<file path="src/rtl/mac_pkg.sv">
// Shared widths and state encoding for the dot-product MAC controller.
package mac_pkg;

  localparam int BW_DEF      = 4;
  localparam int PSUM_BW_DEF = 16;
  localparam int LEN_BW_DEF  = 8;

  typedef enum logic [1:0] {
    ST_IDLE = 2'b00,
    ST_RUN  = 2'b01,
    ST_DONE = 2'b10
  } state_t;

  // Every state other than IDLE belongs to an active job.
  function automatic logic is_busy(input state_t s);
    return (s != ST_IDLE);
  endfunction

endpackage

</file>
<file path="src/rtl/mac.sv">
// Combinational multiply-add: out = a*b + c, with a unsigned and b signed.
// Both operands are widened to the result width first, so the product and
// the sum wrap modulo 2^psum_bw.
module mac
  import mac_pkg::*;
#(
  parameter int bw      = BW_DEF,
  parameter int psum_bw = PSUM_BW_DEF
) (
  input  logic [bw-1:0]      a,
  input  logic [bw-1:0]      b,
  input  logic [psum_bw-1:0] c,
  output logic [psum_bw-1:0] out
);

  logic [psum_bw-1:0] a_ext;
  logic [psum_bw-1:0] b_ext;

  // Zero-extend the activation and sign-extend the weight. The low psum_bw
  // bits of the product are the same for signed and unsigned multiplication.
  assign a_ext = {{(psum_bw-bw){1'b0}}, a};
  assign b_ext = {{(psum_bw-bw){b[bw-1]}}, b};
  assign out   = (a_ext * b_ext) + c;

endmodule

</file>
<file path="src/rtl/mac_ctrl.sv">
// Dot-product job controller. It accepts a job length on start, consumes len
// (a,b) pairs through a valid/ready handshake, accumulates them through one
// mac instance, and holds the result until the consumer accepts it.
//
// state   | meaning
// --------+--------------------------------------------------------------
// IDLE    | waiting for start; outputs quiet
// RUN     | in_ready high; each valid pair is accumulated and counted
// DONE    | out_valid high with the final sum; waits for out_ready
module mac_ctrl
  import mac_pkg::*;
#(
  parameter int bw      = BW_DEF,
  parameter int psum_bw = PSUM_BW_DEF,
  parameter int len_bw  = LEN_BW_DEF
) (
  input  logic               clk,
  input  logic               reset,
  input  logic               start,
  input  logic [len_bw-1:0]  len,
  output logic               busy,
  input  logic               in_valid,
  output logic               in_ready,
  input  logic [bw-1:0]      in_a,
  input  logic [bw-1:0]      in_b,
  output logic               out_valid,
  input  logic               out_ready,
  output logic [psum_bw-1:0] out_psum
);

  state_t state;
  state_t state_nxt;

  logic [psum_bw-1:0] acc;
  logic [psum_bw-1:0] acc_nxt;
  logic [psum_bw-1:0] mac_out;
  logic [len_bw-1:0]  cnt;
  logic [len_bw-1:0]  cnt_nxt;
  logic [len_bw-1:0]  cnt_inc;
  logic [len_bw-1:0]  len_q;
  logic [len_bw-1:0]  len_nxt;

  mac #(
    .bw      (bw),
    .psum_bw (psum_bw)
  ) u_mac (
    .a   (in_a),
    .b   (in_b),
    .c   (acc),
    .out (mac_out)
  );

  assign cnt_inc = cnt + 1'b1;

  // State and datapath registers; reset clears the job entirely, so an
  // aborted job leaves nothing behind for the next one.
  always_ff @(posedge clk) begin
    if (!reset) begin
      state <= ST_IDLE;
      acc   <= '0;
      cnt   <= '0;
      len_q <= '0;
    end else begin
      state <= state_nxt;
      acc   <= acc_nxt;
      cnt   <= cnt_nxt;
      len_q <= len_nxt;
    end
  end

  // Next-state and datapath update; start is only looked at in IDLE, so a
  // start coinciding with the output handshake is dropped.
  always_comb begin
    state_nxt = state;
    acc_nxt   = acc;
    cnt_nxt   = cnt;
    len_nxt   = len_q;
    case (state)
      ST_IDLE: begin
        if (start) begin
          acc_nxt   = '0;
          cnt_nxt   = '0;
          len_nxt   = len;
          state_nxt = (len == '0) ? ST_DONE : ST_RUN;
        end
      end
      ST_RUN: begin
        // in_ready is high for the whole of RUN, so in_valid alone marks
        // a consumed pair.
        if (in_valid) begin
          acc_nxt = mac_out;
          cnt_nxt = cnt_inc;
          if (cnt_inc == len_q) begin
            state_nxt = ST_DONE;
          end
        end
      end
      ST_DONE: begin
        if (out_ready) begin
          state_nxt = ST_IDLE;
        end
      end
      default: begin
        state_nxt = ST_IDLE;
      end
    endcase
  end

  // Outputs decode the registered state only; there are no paths from
  // in_valid or out_ready.
  assign busy      = is_busy(state);
  assign in_ready  = (state == ST_RUN);
  assign out_valid = (state == ST_DONE);
  assign out_psum  = out_valid ? acc : '0;

endmodule

</file>
<file path="config.mk">
export PLATFORM = sky130hd
export DESIGN_NAME = mac_ctrl
export DESIGN_NICKNAME = d
export VERILOG_FILES = /design/src/rtl/mac_pkg.sv /design/src/rtl/mac.sv /design/src/rtl/mac_ctrl.sv
export SDC_FILE = /design/constraint.sdc
export NUM_CORES = 1
export LEC_CHECK = 0
export CAP_MARGIN = 20
export CORE_MARGIN = 2
export CORE_UTILIZATION = 51
export CTS_BUF_LIST = sky130_fd_sc_hd__clkbuf_16
export CTS_CLUSTER_DIAMETER = 50
export DETAILED_ROUTE_END_ITERATION = 16
export HOLD_SLACK_MARGIN = 0.02
export PLACE_DENSITY = 0.71
export RECOVER_POWER = 25
export SYNTH_ARGS = -nofsm -noshare
export SYNTH_HDL_FRONTEND = slang
export SYNTH_SLANG_ARGS = --single-unit
</file>
<file path="constraint.sdc">
create_clock -name clk -period 5.7 [get_ports clk]
set_input_delay 0.855 -clock clk [delete_from_list [all_inputs] [get_ports clk]]
set_output_delay 0.855 -clock clk [all_outputs]
set_load 0.01 [all_outputs]
</file>
Yosys cells after proc, flatten, opt, wreduce, memory -nomap -nowiden
Cells that the tools add are included.
{"block": "totals", "register_bits": 34, "in_bits": 21, "out_inout_bits": 19, "elab_cells": 34}
{"block": "op_classes", "n_addsub": 2, "mul": 1, "eq_ne": 7, "n_mux": 13, "reduce_logical": 7}
{"operator": "$mux 16", "count": 3}
{"operator": "$pmux 16 s2", "count": 1}
{"operator": "$add 16x16->16", "count": 1}
{"operator": "$mux 8", "count": 2}
{"operator": "$pmux 8 s2", "count": 1}
{"operator": "$mux 2", "count": 5}
{"operator": "$mul 5x4->9", "count": 1}
{"operator": "$add 8x1->8 const B", "count": 1}
{"operator": "$eq 8x8->1", "count": 1}
{"operator": "$logic_not 8->1", "count": 1}
{"operator": "$pmux 2 s3", "count": 1}
{"operator": "$ne 2x1->1 const B", "count": 2}
{"operator": "$ne 2x2->1 const B", "count": 2}
{"operator": "$reduce_and 4->1", "count": 1}
{"operator": "$reduce_bool 2->1", "count": 2}
{"operator": "$reduce_and 3->1", "count": 1}
{"operator": "$eq 2x1->1 const B", "count": 1}
{"operator": "$eq 2x2->1 const B", "count": 1}
{"operator": "$logic_not 2->1", "count": 1}
{"operator": "$reduce_and 2->1", "count": 1}

Longest topological paths before layout
Gate-level depths: netlist of run 1.
{"block": "depth", "word_depth": 5, "ltp_mapped": 21, "depth_no_buf": 21}

Modules after synthesis
A second synthesis of run 1 with hierarchy kept.
{"block": "hier_totals", "hier_cells": 376, "area_unflattened_um2": 3190.6}
{"module": "mac_ctrl", "n_inst": 1, "cells_each": 204, "area_per_inst_um2": 1790.5, "seq_area_each_um2": 680.7}
{"module": "mac", "n_inst": 1, "cells_each": 172, "area_per_inst_um2": 1400.1, "seq_area_each_um2": 0.0}

Worst setup path after synthesis of run 1
Ideal clock, no wire load.
{"block": "synth_timing", "path_type": "input port to flip-flop", "startpoint": "input port in_a[0]", "endpoint": "register acc[15]", "setup_time_ps": 117, "arrival_ps": 5171, "required_ps": 5583, "path_slack_ps": 412, "stages": 19, "path_buffers": 1, "cell_sequence": "nand2b_1 -> fa_1 -> fa_1 -> fa_1 -> inv_1 -> ha_1 -> a211oi_1 -> o21bai_1 -> a21oi_1 -> xnor2_1 -> ha_1 -> buf_4 -> a21o_1 -> a21o_1 -> a221o_1 -> a21oi_2 -> xnor2_1 -> o22ai_1 -> a22o_1"}
{"block": "synth_via", "elab_chain_cells": 4}
{"element": "start: declaration", "line": "mac_ctrl.sv:24", "rtl": "input logic [bw-1:0] in_a,"}
{"element": "$mul 5x4->9", "line": "mac.sv:23", "rtl": "assign out = (a_ext * b_ext) + c;"}
{"element": "$add 16x16->16", "line": "mac.sv:23"}
{"element": "$mux 16", "line": "mac_ctrl.sv:90", "rtl": "if (in_valid) begin"}
{"element": "$pmux 16 s2", "line": "mac_ctrl.sv:78", "rtl": "case (state)"}
{"element": "end signal: assignment", "line": "mac_ctrl.sv:65", "rtl": "acc <= acc_nxt;"}
{"element": "end: declaration", "line": "mac_ctrl.sv:34", "rtl": "logic [psum_bw-1:0] acc;"}
No other way between the ends. The select of a mux whose other input is x is not followed.
A chain may end at the register's enable or synchronous reset.

Final worst setup path of run 1
Ends and elaborated chain as after synthesis.

==> metrics.txt, run 1 <==
Worst R2R Setup Slack=3270 ps; crit path max fanout=5; DR vias/cell=5.40; Synth Warn #=0; root buffer cell=clkbuf_16; Layout fillers=502; worst hold slack=about 470 ps; DR pass1 iterations=4; row count=27; commonest non-fill, non-tap cell in the layout=nand2_1; Crit Path Category=in -> reg; DRC=0; Int Pwr=0.630 mW; initial core utilization=0.525; cell count of the worst reg-to-reg path=6; Max-cap violations=0; f_max=0.181 GHz; Multi-input gate area=around 2000 um^2; Post-Syn Area per Cell=7.92 um^2; final hold violation count=0; CORE AREA=between 5000 and 6000 um^2; Crit path required time=around 5900 ps; cell chain of the critical path=clkdlybuf4s50_1 > nand2b_1 > fa_1 > fa_1 > fa_1 > inv_1 > ha_1 > a211oi_1 > o21bai_1 > a21oi_1 > xnor2_2 > ha_1 > a21o_1 > a31o_2 > a221o_1 > a21oi_2 > xnor2_1 > o22ai_1 > a22o_1; Sw Share=0.291; Clock power frac=0.402; Worst Hold Endpoint=len_q[1]; PwrDens=approximately 240 nW/um^2; Primary FF master, synth=dfxtp_1; Die W=79.1 um; H-tree depth=2; Final setup viols=0; clock buffer depth=2; commonest non-fill, non-tap cells in the layout=nand2_1, clkdlybuf4s50_1, a21oi_1; final WL=6340 um; Post-synth EDFFs=0; sequential element share of the synthesized area=0.237; CTS tree=yes; io pins=40; first-pass GRT wire length=roughly 11000 um; gr ovfl total=0; Distinct cells, synth=53; CP peak stage delay=between 500 and 600 ps; slew of the pin with the lowest slew margin=~900 ps; Mapped Nets=423; Slew Viols, Final=0; Vert. Die Dim=79.1 um; CP bufs+invs=2; CP Capture Type=flop; final setup TNS=0 ps; Num CTS Buffers=5; Critical R2R Capture=acc[14]; Slowest-stage cell, CP=fa_1; worst hold start=len_q[1]; Worst slew margin=0.396; Area Overhead vs Synth=27.3%; status=finished, final reports clean; RSZ-0062 raised after global routing=false; Hold Path Class=reg -> reg; Detailed Place HPWL=about 4900 um; register area=just under 700 um^2; Via Count=2658; post-CTS setup repair buffer count=0; vias in the first global route=approximately 2400; FF+latch count, synth=34; GPL Wtd Cong=0.896; Tmin final=roughly 5500 ps; Cells after Synth=around 360; antenna-violating nets left=0; worst hold path depth=2; ys async rst share=0; pin count of the biggest net entering global routing=28; Mapped Area=approximately 2900 um^2; Worst-path clk slew=60 ps; nets@finish=~480; clk sinks=34; CP Launch Type=input pin; period utilization=0.967; routed len/inst=~13 um; Skew-Pair Late Insertion Delay=280 ps; Setup Skew=8.38 ps; fraction of layout cells with a size suffix above 1=0.102; Critical Path AT=~5700 ps; combinational fraction of design power=0.304; DRT iter0 DRCs=84; Die ar.=6250 um^2; sequential power share=0.294; leakage power=1.63 nW; reg2reg start=state[0]; n_diodes=0; Psw=between 0.2 and 0.3 mW; GRT Overall Usage=0.216; worst vdd ir=approximately 0.21 mV; family with the most delay on the worst path=adder cells; most used cell, CP=fa_1; initial antenna violation count=0; PortBufs=39; CP Launch Point=in_a[0]
==> worst min-delay path: cells and delay by family (launching register included) <==
| kind | cells | cell delay (ps) |
|---|---|---|
| AOI/OAI and AO/OA | 1 | 50 |
| DFF | 1 | 310 |
| and+or+nand+nor | 1 | 50 |
==> flip-flops by register name, indices dropped and copies added, names as in the netlist <==
name	flops
acc	16
cnt	8
len_q	8
state	2
==> power groups by stage <==
| stage | sequential, mW | clock [mW] | combinational (mW) |
|---|---|---|---|
| detailed placement | 0.266 | 0 | 0.266 |
| global placement | 0.266 | 0 | 0.261 |
| floorplan | 0.263 | 0 | 0.186 |
| finish | 0.261 | 0.357 | 0.270 |
| global route | 0.263 | 0.374 | 0.305 |
| CTS | 0.261 | 0.362 | 0.270 |
==> per-layer routing <==
| metal | vias up | part of all wire | track usage |
|---|---|---|---|
| met5 | - | 0 | 0 |
| met4 | 0 | 0.011 | 0.0534 |
| met3 | 8 | 0.036 | 0.0420 |
| met2 | 47 | 0.48 | 0.381 |
| met1 | 1231 | 0.47 | 0.272 |
| li1 | 1372 | - | - |
==> synth_stat cells (4+ instances only) <==
cell      instances  area share
nor2b_1           5       0.011
inv_1            23       0.030
xor2_1            7       0.021
xnor2_1          18       0.055
fa_1              6       0.042
o21ai_0          15       0.026
ha_1             33        0.14
dfxtp_1          34        0.24
nand3_1           9       0.016
nor2_1           25       0.033
nand2_1          43       0.056
a21oi_1          35       0.061
and2_1           25       0.054
a21o_1            9       0.023
nand2b_1          4      0.0087
a22oi_1           6       0.016
nor3_1            7       0.012
and3_1            4      0.0087
clkbuf_1          7      0.0091
==> logic make-up after synthesis <==
| kind of cell | share of synthesized area |
|---|---|
| fa+ha+maj | 0.185 |
| mux | 0.00696 |
| flops | 0.237 |
| xor+xnor | 0.0762 |
| simple gates | 0.245 |
| buf+inv | 0.0513 |
| compound gates | 0.199 |
==> how the worst max path moves through the flow <==
stage	endpoint	slack [ps]	cells past startpoint
final	acc[15]	190	19
after global routing	acc[15]	10	19
after CTS	acc[15]	120	19
after detailed placement	acc[15]	-120	19
after global placement	acc[15]	10	19
after floorplan	acc[15]	410	19
==> layout make-up <==
class / count / area share
clock buffer: 5 / 0.0342
clock inverter: 3 / 0.0188
inverter: 24 / 0.0246
multi-input combinational: 294 / 0.561
sequential: 34 / 0.186
tap: 72 / 0.0246
timing repair buffer: 60 / 0.151
==> per-stage QoR <==
| step | cell area, um^2 | cells | util | setup WS (ps) | power, mW |
|---|---|---|---|---|---|
| after global placement | 3450 | 483 | 0.630 | 12.2 | 0.527 |
| after floorplan | 2880 | 363 | - | 412 | 0.449 |
| after global routing | 3660 | 492 | 0.669 | 14.1 | 0.942 |
| after detailed placement | 3450 | 483 | 0.630 | -119 | 0.533 |
| final | 3660 | 492 | 0.669 | 189 | 0.888 |
| after CTS | 3640 | 491 | 0.666 | 118 | 0.892 |
==> timing repair <==
item	CTS	global route
hold buffers	0	0
resized for setup	0	2
setup endpoints to repair	0	3
Note: power is estimated with default switching activity, not from simulation.
==> run 2: changes to the inputs <==
CTS_CLUSTER_SIZE = 24   (was default)
==> results of run 2 <==
The final DEF is identical to that of run 1; final timing and power are the same.
